`src/rtl/proc_debug_ctrl.sv`:
```
// Run/debug sequencer between the host command path and the single-cycle MIPS core.
// Optional breakpoint support is enabled with `define PROC_DEBUG_CTRL_BKPT_EN.
module proc_debug_ctrl #(
  parameter int                REG_NUM    = 32,
  parameter int                ADDR_W     = 5,
  parameter int                DATA_W     = 32,
  parameter logic [DATA_W-1:0] PC_STOP    = 32'h48,
  parameter int                RST_CYCLES = 4
) (
  input  logic              clk_i,
  input  logic              rst,
  input  logic              cmd_valid_i,
  output logic              cmd_ready_o,
  input  logic [2:0]        cmd_i,
  input  logic [DATA_W-1:0] cmd_arg_i,
  input  logic [DATA_W-1:0] pc_i,
  output logic              proc_run_en_o,
  output logic              proc_reset_o,
  output logic [ADDR_W-1:0] reg_addr_o,
  input  logic [DATA_W-1:0] reg_rdata_i,
  output logic              dump_valid_o,
  input  logic              dump_ready_i,
  output logic [DATA_W-1:0] dump_data_o,
  output logic              dump_last_o,
  output logic              halted_o,
  output logic              stop_hit_o
);

  typedef enum logic [2:0] {
    S_RESET, S_IDLE, S_RUN, S_STEP, S_DUMP_RD, S_DUMP_TX
  } state_t;

  typedef enum logic [2:0] {
    CMD_NOP   = 3'd0,
    CMD_RUN   = 3'd1,
    CMD_STEP  = 3'd2,
    CMD_HALT  = 3'd3,
    CMD_RESET = 3'd4,
    CMD_DUMP  = 3'd5,
    CMD_SETBP = 3'd6,
    CMD_CLRBP = 3'd7
  } cmd_t;

  localparam int CNT_W = (RST_CYCLES > 1) ? $clog2(RST_CYCLES) : 1;
  localparam logic [CNT_W-1:0]  CNT_LAST  = CNT_W'(RST_CYCLES - 1);
  localparam logic [ADDR_W-1:0] ADDR_LAST = ADDR_W'(REG_NUM - 1);

  state_t           state;
  logic [CNT_W-1:0] rst_cnt;
  cmd_t             cmd;
  logic             cmd_fire;
  logic             pc_stop;
  logic             bp_hit;

  assign cmd      = cmd_t'(cmd_i);
  assign cmd_fire = cmd_valid_i && cmd_ready_o;
  assign pc_stop  = (pc_i == PC_STOP);

  // NOTE: run enable is decoded combinationally from pc_i so the core is
  // gated in the very cycle it reaches the stop PC, never one instruction late.
  assign proc_run_en_o = (((state == S_RUN) && !bp_hit) || (state == S_STEP)) && !pc_stop;
  assign proc_reset_o  = (state == S_RESET);
  assign cmd_ready_o   = (state == S_IDLE) || (state == S_RUN);
  assign dump_valid_o  = (state == S_DUMP_TX);
  assign halted_o      = (state == S_IDLE);

  // NOTE: all sequential state uses non-blocking assignments, and reset is
  // tested first so it overrides any command or handshake in the same cycle.
  always_ff @(posedge clk_i) begin
    if (rst) begin
      state       <= S_RESET;
      rst_cnt     <= '0;
      reg_addr_o  <= '0;
      dump_data_o <= '0;
      dump_last_o <= 1'b0;
      stop_hit_o  <= 1'b0;
    end else begin
      case (state)
        S_RESET: begin
          stop_hit_o <= 1'b0;
          if (rst_cnt == CNT_LAST) state <= S_IDLE;
          else                     rst_cnt <= rst_cnt + CNT_W'(1);
        end
        S_IDLE: begin
          if (cmd_fire) begin
            case (cmd)
              CMD_RUN:   begin state <= S_RUN;  stop_hit_o <= 1'b0; end
              CMD_STEP:  begin state <= S_STEP; stop_hit_o <= 1'b0; end
              CMD_RESET: begin state <= S_RESET; rst_cnt <= '0; end
              CMD_DUMP:  begin state <= S_DUMP_RD; reg_addr_o <= '0; end
              default:   ;
            endcase
          end
        end
        S_RUN: begin
          if (cmd_fire && (cmd == CMD_RESET)) begin
            state   <= S_RESET;
            rst_cnt <= '0;
          end else if (pc_stop || bp_hit) begin
            state      <= S_IDLE;
            stop_hit_o <= 1'b1;
          end else if (cmd_fire && (cmd == CMD_HALT)) begin
            state <= S_IDLE;
          end
        end
        S_STEP: begin
          state <= S_IDLE;
          if (pc_stop) stop_hit_o <= 1'b1;
        end
        S_DUMP_RD: begin
          dump_data_o <= reg_rdata_i;
          dump_last_o <= (reg_addr_o == ADDR_LAST);
          state       <= S_DUMP_TX;
        end
        S_DUMP_TX: begin
          if (dump_ready_i) begin
            if (dump_last_o) begin
              state       <= S_IDLE;
              reg_addr_o  <= '0;
              dump_last_o <= 1'b0;
            end else begin
              state      <= S_DUMP_RD;
              reg_addr_o <= reg_addr_o + ADDR_W'(1);
            end
          end
        end
        default: begin
          state   <= S_RESET;
          rst_cnt <= '0;
        end
      endcase
    end
  end

`ifdef PROC_DEBUG_CTRL_BKPT_EN
  logic [DATA_W-1:0] bp_addr;
  logic              bp_valid;
  logic              bp_stopped;
  logic              skip_bp;

  // skip_bp masks the breakpoint for the first RUN cycle after a breakpoint
  // stop, giving the core one forced step off the breakpoint PC.
  assign bp_hit = bp_valid && !skip_bp && (pc_i == bp_addr);

  always_ff @(posedge clk_i) begin
    if (rst) begin
      bp_addr    <= '0;
      bp_valid   <= 1'b0;
      bp_stopped <= 1'b0;
      skip_bp    <= 1'b0;
    end else begin
      if ((state == S_IDLE) && cmd_fire) begin
        case (cmd)
          CMD_SETBP: begin bp_addr <= cmd_arg_i; bp_valid <= 1'b1; end
          CMD_CLRBP: bp_valid <= 1'b0;
          CMD_RUN:   begin skip_bp <= bp_stopped; bp_stopped <= 1'b0; end
          CMD_STEP:  bp_stopped <= 1'b0;
          default:   ;
        endcase
      end
      if (state == S_RUN) begin
        skip_bp <= 1'b0;
        if (bp_hit && !(cmd_fire && (cmd == CMD_RESET))) bp_stopped <= 1'b1;
      end
      if (state == S_RESET) bp_stopped <= 1'b0;
    end
  end
`else
  logic unused_cmd_arg;

  assign bp_hit         = 1'b0;
  assign unused_cmd_arg = ^cmd_arg_i;
`endif

endmodule

```
`config.mk`:
```
export PLATFORM = sky130hd
export DESIGN_NAME = proc_debug_ctrl
export DESIGN_NICKNAME = d
export VERILOG_FILES = /design/src/rtl/proc_debug_ctrl.sv
export SDC_FILE = /design/constraint.sdc
export NUM_CORES = 1
export LEC_CHECK = 0
export ABC_CLOCK_PERIOD_IN_PS = 1320
export CORE_ASPECT_RATIO = 0.6
export CORE_MARGIN = 2
export CORE_UTILIZATION = 31
export CTS_CLUSTER_DIAMETER = 40
export DETAILED_ROUTE_END_ITERATION = 7
export PLACE_DENSITY = 0.87
export RECOVER_POWER = 50
export SLEW_MARGIN = 5
export SYNTH_ARGS = -nofsm -noshare
export SYNTH_HDL_FRONTEND = slang
export SYNTH_SLANG_ARGS = --single-unit
export TNS_END_PERCENT = 30
```
`constraint.sdc`:
```
create_clock -name clk_i -period 1.32 [get_ports clk_i]
set_input_delay 0.132 -clock clk_i [delete_from_list [all_inputs] [get_ports clk_i]]
set_output_delay 0.132 -clock clk_i [all_outputs]
set_load 0.01 [all_outputs]
```
# == After elaboration in Yosys (flattened, before gate mapping) ==
# Cells that the tools add are included.
# op_classes
bitwise_logic,1
add_sub_neg,2
n_mux,26
eq_ne,24
n_reduce_logical,18
# ops
cell,n
"32-bit by 7-bit == test with 1-bit output, second input constant",1
3-bit two-way mux,7
5-bit two-way mux,4
3-bit one-hot mux with 6 select lines,1
"3-bit by 2-bit == test with 1-bit output, second input constant",4
"3-bit == test, second input constant",4
"2-bit by 1-bit inequality test with 1-bit output, second input constant",6
3-bit one-hot mux with 4 select lines,1
5-bit one-hot mux with 2 select lines,1
5-bit AND reduction,2
2-bit two-way mux,4
2-bit one-hot mux with 4 select lines,1
4-bit AND reduction,2
"3-bit by 1-bit == test with 1-bit output, second input constant",2
"2-bit inequality test, second input constant",3
"5-bit by 1-bit adder with 5-bit output, second input constant",1
"5-bit == test, second input constant",1
1-bit two-way mux,5
"5-bit by 1-bit inequality test with 1-bit output, second input constant",1
1-bit logical AND,4
"4-bit by 2-bit inequality test with 1-bit output, second input constant",1
1-bit one-hot mux with 4 select lines,1
2-bit nonzero test,2
4-bit nonzero test,1
other kinds (10),11
# totals
elab_cells,77
reg_bits,44
out_inout_bits,44
input_bits,103

# == Depth between registers and ports, before layout ==
# logic_depth
ltp_word,8
mapped_depth,6
ltp_nobuf,6

# == Worst setup path before layout ==
# Ideal clock, no wire load.
# synth_path
kind,flip-flop to flip-flop
start,register state[1]
end,register reg_addr_o[3]
slack_ps,-102
t_arrival_ps,1352
path_stages_with_launch,6
setup_time_ps,70
cell_sequence,dfxtp_1 buf_4 and2b_2 nand2_2 or4_1 a21oi_1
# synth_between
elab_chain_cells,5
word_cells_on_any_way,11
cone_classes,eq/ne (6); mux (1); reduce/logical (4)
# synth_rtl
item,line_no,text
start: declaration,48,state_t state;
start signal: assignment,71,state <= S_RESET;
start signal: assignment,81,if (rst_cnt == CNT_LAST) state <= S_IDLE;
start signal: assignment,87,CMD_RUN: begin state <= S_RUN; stop_hit_o <= 1'b0; end
3-bit by 1-bit == test with 1-bit output or 3-bit by 2-bit == test with 1-bit output (tied branches),"63, 78",
1-bit logical OR,63,assign cmd_ready_o = (state == S_IDLE) || (state == S_RUN);
1-bit logical AND,56,assign cmd_fire = cmd_valid_i && cmd_ready_o;
2-bit by 1-bit inequality test with 1-bit output (no line),--,
4-bit AND reduction (no line),--,
end signal: assignment,123,reg_addr_o <= reg_addr_o + ADDR_W'(1);
end: declaration,19,"output logic [ADDR_W-1:0] reg_addr_o,"
# Several ways; a longest one is shown, not always the timed one.
# A chain may end at the register's enable or synchronous reset.

# == Worst setup path after layout ==
# layout_path
start,register state[2]
end,register reg_addr_o[2]
# Same word-level chain as after synthesis.

==> flow_metrics.tcl <==
set metrics [dict create \
    synth.avg_cell_area_um2 7.87 \
    final_hold_viol_count 0 \
    first_global_vias 2444 \
    cp-start-kind "register" \
    worstSkewPairLatency_ns 0.29 \
    peakVddDrop_v 0.000705 \
    synth-seq-cells 44 \
    p_leak_nw 1.76 \
    io_pins 147 \
    die_area_um2 7180 \
    cp.depth 6 \
    hold-path-cell-count 3 \
    synth_fa_ha_area_share_pct 1.86 \
    grt_max_degree 24 \
    fin_skew_ns 0.00708 \
    path_clk_slew_ns 0.09 \
    syn_to_final_growth_pct 108 \
    die_w_um 108 \
    syn_nets 362 \
    worstSetupStartpoint "state[2]" \
    drive_gt1_share_pct 35.4 \
    port_buffers 114 \
    slowest_stage "dfxtp_4" \
    gr-total-overflow 0 \
    path_cells "buf_6 > nand2b_4 > nor3b_4 > nand3_2 > or3b_1 > a21oi_1" \
    num_rows 22 \
    vias 2559 \
    antenna_found_initial 0 \
    syn_area_um2 2020 \
    cp_top_family "simple AND/OR/NAND/NOR gates" \
    status "finished with violations" \
    synth_xor_area_share_pct 0.869 \
    reg2reg_depth 6 \
    antenna_left 0 \
    cts_tree "yes" \
    relSlewSlack_pct 69.3 \
    gp_congestion 0.872 \
    timing.rr.start "state[2]" \
    reg2reg_setup_slack_ns -0.21 \
    critical_path_class "reg2reg" \
    max_freq_mhz 654 \
    die_height_um 66.5 \
    wl_per_cell_um 17.5 \
    first_pass_iters 4 \
    routed_wl_um 8660 \
    rsz0062_at_grt "true" \
    synth_top_family_by_area "simple AND/OR/NAND/NOR gates" \
    cts_buffers 5 \
    synth_compound_area_share_pct 16.6 \
    cp_data_required_time_ns 1.54 \
    yosysMostFrequentCell "nand2_1" \
    use_met1_pct 27.0 \
    root_buffer "clkbuf_8" \
    yosysWarnings 0 \
    cts_sinks 44 \
    yosys-top-cells-area "dfxtp_1 (44%), nand2_1 (13%), a21oi_1 (10%)" \
    global_route.usage.met2_pct 36.9 \
    instances_no_fill 494 \
    setup_violations 43 \
    grt_pass1_wl_um 11900 \
    post-route-cell-area_um2 4200 \
    yosysTopAreaCellShare_pct 43.7 \
    synthTopCellsByCount "nand2_1 (71), dfxtp_1 (44), a21oi_1 (41), nor2_1 (14), clkbuf_1 (11)" \
    failed_checks "setup timing" \
    fin_ws_ns -0.209 \
    arrival_ns 1.75 \
    dp_slack_ns -0.572 \
    finalPower_mw 5.40 \
    place_area_um2 3490 \
    path_max_fanout 5 \
    h-tree-depth 2 \
    placed_cells 469 \
    maxCapViolCount 0 \
    maxSlewViolCount 0 \
    core_area_um2 6190 \
    drt-initial-drc-count 157 \
    drc 0 \
    timing.hold.ws_ns 0.379 \
    hpwl_um 5210 \
    fin_util_pct 67.8 \
    setup_tns_ns -1.92 \
    grt.busiest_layer "met2" \
    synth_edf_count 0 \
    drt-vias-per-instance 5.18 \
    synth-async-reset-ratio_pct 0 \
    synth_cells 256 \
    critPathCaptureType "register" \
    synth-simple-area-share_pct 30.7 \
    clockBufferDepth 2 \
    hp-start "reg_rdata_i[5]" \
    diodes 0 \
    hp-class "in2reg" \
    grt.total_usage_pct 21.2 \
    synth-seq-area-share_pct 43.7 \
    synth_top_area_cell "dfxtp_1" \
    fin_crit_sh_pct 116 \
    met3_usage_pct 4.70 \
    initial_core_util_pct 32.5 \
    cp_num_buf_inv 1 \
    final_nets 515 \
    muxShareOfSynthArea_pct 2.05 \
    max_stage_delay_ns 0.38 \
    worst_pin_slew_ns 0.458 \
    synth_cell_types 42 \
    cellPowerDensity_nw_per_um2 1280 \
    nFillCells 499 \
    synthFlopType "dfxtp_1" \
    fin_crit_ns 1.53 \
]
==> power breakdown <==
group	internal (mW)	leakage (nW)	switching (mW)	total, mW
Clock	0.619	0.0614	0.468	1.09
Sequential	1.52	0.360	0.138	1.66
Combinational	1.42	1.34	1.23	2.65
Total	3.56	1.76	1.83	5.40
==> sequential cells by signal, indices dropped and copies added, names as in the netlist <==
register	flops
dump_data_o	32
reg_addr_o	5
state	3
rst_cnt	2
dump_last_o	1
stop_hit_o	1
==> worst register-to-register path, stage by stage, from the launching register on <==
cell	delay [ns]
dfxtp_4	0.38
buf_6	0.12
nand2b_4	0.07
nor3b_4	0.26
nand3_2	0.13
or3b_1	0.36
a21oi_1	0.14
==> cell families (layout without fill, tap and decap cells) <==
kind of cell    count (synthesis)  after routing
simple gates                  128            128
xor+xnor                        2              2
mux                             4              4
flops                          44             44
fa+ha+maj                       3              3
compound gates                 58             58
buf+inv                        17            171
==> cell type report <==
type / instances / area (µm²) / share of cell area, %
timing repair buffer: 163 / 1610 / 38.4
multi-input combinational: 195 / 1470 / 34.9
sequential: 44 / 896 / 21.3
tap: 84 / 105 / 2.50
clock buffer: 6 / 82.6 / 1.97
clock inverter: 2 / 38.8 / 0.923
==> worst paths after layout <==
| check | end |
|---|---|
| setup reg to reg | reg_addr_o[2] |
| hold reg to reg | dump_data_o[8] |
| hold / removal | dump_data_o[5] |
| setup / recovery | reg_addr_o[2] |
==> placed cells by master (no fill, tap or decap), types with 6 or more instances in the layout <==
cell type,n
nand2_1,62
buf_4,30
a21oi_1,18
clkdlybuf4s25_1,19
dfxtp_1,38
dlymetal6s2s_1,12
nor2_1,8
dlygate4sd2_1,41
clkbuf_8,6
clkdlybuf4s50_1,38
a21oi_2,23
nor4_2,6
buf_6,13
==> per-layer routing <==
metal | share of wire [%] | vias to the layer above
li1 | - | 1187
met1 | 43 | 1216
met2 | 48 | 127
met3 | 6.1 | 29
met4 | 3.2 | 0
met5 | 0 | -
==> what timing repair did <==
action / 4_1_cts / 5_1_grt
hold buffers: 0 / 0
cloned: 0 / 1
setup buffers: 12 / 5
pin swaps: 25 / 29
endpoints found under the setup margin: 61 / 70
resized for setup: 103 / 90
Power figures use the tool's default switching activity.
